--- src/rtl/calc_mux_pkg.sv ---
// Shared constants and helpers for the calculator's word/bit select muxes.
package calc_mux_pkg;

    localparam int MAX_INPUTS = 16;
    localparam int ARB_FIXED  = 0;
    localparam int ARB_RR     = 1;

    // Index width for an n-way select, never narrower than one bit.
    function automatic int sel_width(input int n);
        int w;
        w = $clog2(n);
        return (w < 1) ? 1 : w;
    endfunction

endpackage

--- src/rtl/word_arb_mux_rr_arbiter.sv ---
// Request arbiter: fixed priority (lowest index) or round-robin from ptr.
// Also produces the pointer value to load after a granted transfer.
module rr_arbiter
    import calc_mux_pkg::*;
#(
    parameter int N       = 4,
    parameter int RR_MODE = ARB_RR,
    parameter int W       = sel_width(N)
) (
    input  logic [N-1:0] req,
    input  logic [W-1:0] ptr,
    input  logic         advance,
    output logic [N-1:0] grant,
    output logic [W-1:0] grant_idx,
    output logic [W-1:0] next_ptr
);

    // First requester found scanning upward from the start index, with wrap.
    always_comb begin
        int   base;
        int   c;
        logic found;
        grant     = '0;
        grant_idx = '0;
        found     = 1'b0;
        base      = (RR_MODE == ARB_RR) ? int'(ptr) : 0;
        for (int i = 0; i < N; i++) begin
            c = base + i;
            if (c >= N) c = c - N;
            if (!found && req[c]) begin
                found     = 1'b1;
                grant[c]  = 1'b1;
                grant_idx = W'(c);
            end
        end
    end

    // Pointer moves one past the winner; explicit wrap covers non-power-of-two N.
    always_comb begin
        next_ptr = ptr;
        if (RR_MODE == ARB_RR && advance) begin
            next_ptr = (int'(grant_idx) == N - 1) ? '0 : grant_idx + 1'b1;
        end
    end

endmodule

--- src/rtl/word_arb_mux.sv ---
// Registered N-to-1 word mux with valid/ready handshake and built-in
// arbitration. Holds one word in the output register under back-pressure.
module word_arb_mux
    import calc_mux_pkg::*;
#(
    parameter int NUM_INPUTS = 4,
    parameter int DATA_WIDTH = 8,
    parameter int RR_MODE    = ARB_RR,
    parameter int SEL_W      = sel_width(NUM_INPUTS)
) (
    input  logic                             clk,
    input  logic                             rst,
    input  logic [NUM_INPUTS*DATA_WIDTH-1:0] in_data,
    input  logic [NUM_INPUTS-1:0]            in_valid,
    output logic [NUM_INPUTS-1:0]            in_ready,
    input  logic                             force_en,
    input  logic [SEL_W-1:0]                 force_sel,
    output logic [DATA_WIDTH-1:0]            out_data,
    output logic [SEL_W-1:0]                 out_sel,
    output logic                             out_valid,
    input  logic                             out_ready
);

    typedef enum logic {EMPTY = 1'b0, FULL = 1'b1} state_t;

    state_t                                state_q, state_d;
    logic [SEL_W-1:0]                      ptr_q, ptr_d;
    logic [NUM_INPUTS-1:0]                 elig, grant;
    logic [SEL_W-1:0]                      grant_idx;
    logic [NUM_INPUTS-1:0][DATA_WIDTH-1:0] words;
    logic                                  load_en, xfer;

    assign words     = in_data;
    assign out_valid = (state_q == FULL);
    assign load_en   = !out_valid || out_ready;

    // Eligible set: all valid channels, or only the forced one (none if out of range).
    always_comb begin
        elig = in_valid;
        if (force_en) begin
            elig = '0;
            if (int'(force_sel) < NUM_INPUTS) elig[force_sel] = in_valid[force_sel];
        end
    end

    rr_arbiter #(
        .N       (NUM_INPUTS),
        .RR_MODE (RR_MODE),
        .W       (SEL_W)
    ) u_arb (
        .req       (elig),
        .ptr       (ptr_q),
        .advance   (xfer),
        .grant     (grant),
        .grant_idx (grant_idx),
        .next_ptr  (ptr_d)
    );

    // Grant is already zero when nothing is eligible; ready is blocked in reset.
    assign in_ready = (load_en && !rst) ? grant : '0;
    assign xfer     = |in_ready;

    // Output-stage state register.
    always_ff @(posedge clk or posedge rst) begin
        if (rst) state_q <= EMPTY;
        else     state_q <= state_d;
    end

    // FULL/EMPTY next state: a transfer always fills, a lone handshake drains.
    always_comb begin
        state_d = state_q;
        case (state_q)
            EMPTY:   if (xfer) state_d = FULL;
            FULL:    if (xfer) state_d = FULL;
                     else if (out_ready) state_d = EMPTY;
            default: state_d = EMPTY;
        endcase
    end

    // Output word/index register; only a transfer writes it.
    always_ff @(posedge clk or posedge rst) begin
        if (rst) begin
            out_data <= '0;
            out_sel  <= '0;
        end else if (xfer) begin
            out_data <= words[grant_idx];
            out_sel  <= grant_idx;
        end
    end

    // Round-robin pointer; the arbiter holds it unless a transfer happens.
    always_ff @(posedge clk or posedge rst) begin
        if (rst) ptr_q <= '0;
        else     ptr_q <= ptr_d;
    end

endmodule

--- config.mk ---
export PLATFORM = sky130hd
export DESIGN_NAME = word_arb_mux
export DESIGN_NICKNAME = d
export VERILOG_FILES = /design/src/rtl/calc_mux_pkg.sv /design/src/rtl/word_arb_mux_rr_arbiter.sv /design/src/rtl/word_arb_mux.sv
export SDC_FILE = /design/constraint.sdc
export NUM_CORES = 1
export LEC_CHECK = 0
export ABC_AREA = 1
export CAP_MARGIN = 25
export CORE_AREA = 2 2 64 66
export CTS_CLUSTER_SIZE = 30
export DETAILED_ROUTE_END_ITERATION = 8
export DIE_AREA = 0 0 66 68
export PLACE_DENSITY = 0.78
export SYNTH_ARGS = -nofsm -noshare
export SYNTH_HDL_FRONTEND = slang
export SYNTH_SLANG_ARGS = --single-unit
export TNS_END_PERCENT = 30
--- constraint.sdc ---
create_clock -name clk -period 5.9 [get_ports clk]
set_clock_uncertainty 0.15 [all_clocks]
set_input_delay 1.475 -clock clk [delete_from_list [all_inputs] [get_ports clk]]
set_output_delay 1.475 -clock clk [all_outputs]
set_load 0.02 [all_outputs]
==> impl_metrics.ini <==
[timing]
timing.fmax_mhz = 187
finalSetupViolCount = 0
finalHoldViolations = 0
rsz0062_at_grt = false
drv_slew = 0
period_share = 0.905
tightest_slew_ns = 0.531
slew_headroom = 0.646
min_period_ns = 5.34
final.setup.tns_ns = 0

[setup_path]
reg2reg_to = out_data[4]
critPathCaptureType = output pin
ff2ff_path_depth = 14
critPathArrivalTime_ns = 3.71
worstReg2RegStart = ptr_q[0]
cp_max_fo = 9
startpoint = force_en
crit_type = in2out
r2r_slack_ns = 2.44
cp_top_family = buffers and inverters
crit_chain = clkdlybuf4s50_1 -> or2_1 -> nand3_2 -> nand3_4 -> nand2_8 -> nand3_4 -> inv_4 -> nand3_1 -> nand2_1 -> nand2_1 -> inv_1 -> clkdlybuf4s50_1
slowest_delay_ns = 0.59
worst_path_max_delay_cell = clkdlybuf4s50_1
path_buf_inv = 4
required_ns = 4.28
cp-start-kind = input pin

[synth]
synth_common_cells = 96 x nand2_1, 39 x nand3_1, 35 x inv_1, 16 x nand3b_1
synth_edf_count = 0
async_reset_ff_frac = 1.00
ys_seq_elements = 13
netlist-cell-type-count = 23
seq_area_frac_synth = 0.195
yosysMostFrequentCell = nand2_1
synth_area_leaders = nand2_1 22%, dfrtp_1 20%, nand3_1 12%
syn_area_um2 = 1670
netlist_instances = 266
synth_nets = 317
yosys.area.top_type_share = 0.216
avgSynthCellArea_um2 = 6.27
yosys_warnings = 0
ys.flop_type = dfrtp_1
yosysTopAreaCell = nand2_1

[drt]
drtIter0Drc = 115
drt_pre_antenna_iters = 4
ant_nets = 0
routedWlPerCell_um = 10.9
drt-total-wl_um = 4010
drc = 0
vias = 1770
drt-vias-per-instance = 4.81

[die]
io-pin-count = 57
num_rows = 23
die_w_um = 66
core_um2 = 3860
dieHeight_um = 68
dieArea_um2 = 4490
start_util = 0.433

[place]
dp_hpwl_um = 3080
dpl-instance-area_um2 = 2220
port_buffers = 56
place.gp.congestion = 0.853

[pwr]
power_density_nw_per_um2 = 618
p_leak_uw = 0.00119
ir_worst_vdd_uv = 326
report.power.total_uw = 1400

[clocking]
clock-sinks = 13
cts_repair_resize_count = 0
path_clk_slew_ns = 0.05
cts_inserted_buffers = 3
worstSkewPairLatency_ns = 0.25
post-cts-setup-buffers = 0
cts.path.max_buffers = 2
htreeDepth = 1
ctsHoldBuffers = 0
root_buffer = clkbuf_8
cts_tree = yes

[min_path]
hold_start = out_sel[0]
hp-class = reg2reg
hold_end = out_sel[0]
hold_depth = 2

[cells_and_area]
fillers = 377
syn2layout_area_growth_pct = 36.0
fin_nets = 370
fin_util = 0.588
layout-drive-gt1-share = 0.101
antenna_cells = 0
final_area_um2 = 2270

[run]
drv_cap = 0

[run_status]
status = complete, no violations

[global_routing]
grt-ovfl-total = 0
grt_pass1_vias = 1604
grt_antenna_before_repair = 0
track_usage = 0.188
grt_max_degree = 20
grt_pass1_wl_um = 6800
-- kinds of logic (layout without fill, tap and decap cells) --
logic type	count (synthesis)	after routing	share of synthesized area
flops	13	13	0.195
simple gates	189	189	0.578
fa+ha+maj	9	9	0.0675
compound gates	8	8	0.0278
buf+inv	47	99	0.131
-- layout by cell type, fill, tap and decap left out --
master / synthesis / routed
inv_1: 35 / 35
ha_1: 9 / 9
nor2_1: 13 / 13
inv_2: 2 / 2
clkdlybuf4s50_1: 0 / 56
or2_1: 1 / 1
clkbuf_8: 0 / 3
a21oi_1: 2 / 2
nand3_1: 39 / 39
nand2_8: 1 / 1
clkbuf_1: 0 / 1
nand2_1: 96 / 96
o21ai_1: 3 / 3
nand3_2: 4 / 4
inv_4: 2 / 2
nand2_2: 13 / 13
nor2_4: 1 / 1
dfrtp_1: 13 / 13
a21boi_2: 1 / 1
nand2_4: 1 / 1
nand3b_1: 16 / 16
nand3_4: 4 / 4
o21ai_0: 2 / 2
-- how the worst max path moves through the flow --
stage	to	slack, ns	cells after the start
finish	in_ready[0]	0.56	12
global route	in_ready[0]	0.35	14
CTS	in_ready[0]	0.57	12
detailed placement	in_ready[0]	0.56	12
global placement	in_ready[0]	0.59	12
floorplan	in_ready[0]	1.72	10
-- cell type report --
| class | count | area, µm² | area share |
|---|---|---|---|
| timing repair buffer | 56 | 561 | 0.247 |
| clock buffer | 4 | 45.0 | 0.0199 |
| tap | 50 | 62.6 | 0.0276 |
| inverter | 39 | 151 | 0.0667 |
| multi-input combinational | 206 | 1120 | 0.495 |
| sequential | 13 | 325 | 0.143 |
-- per-stage QoR --
step	setup WS (ns)	hold slack, ns	std cells
after global routing	0.354	0.357	368
after CTS	0.567	0.338	368
after global placement	0.591	0.318	364
after detailed placement	0.563	0.324	364
after floorplan	1.72	0.433	266
final	0.563	0.333	368
-- registers in the layout, indices dropped and copies added (netlist names) --
name and flops:
out_data 8, out_sel 2, out_valid 1, ptr_q 2
-- tightest hold or removal path, cell delays in order (launching register included) --
cell and delay, ns:
dfrtp_1 0.34, nand2_1 0.05, nand2_1 0.05
-- per-layer routing --
metal  share of wire  track usage
met5               0            0
met4          0.0040       0.0561
met3           0.046       0.0164
met2            0.49        0.338
met1            0.46        0.239
-- power breakdown --
group | total [µW] | switching [µW] | internal, µW
logic | 1140 | 736 | 401
registers | 184 | 45.2 | 139
clock network | 80.6 | 32.9 | 47.8
No activity file was read; power rests on OpenSTA's default activity.
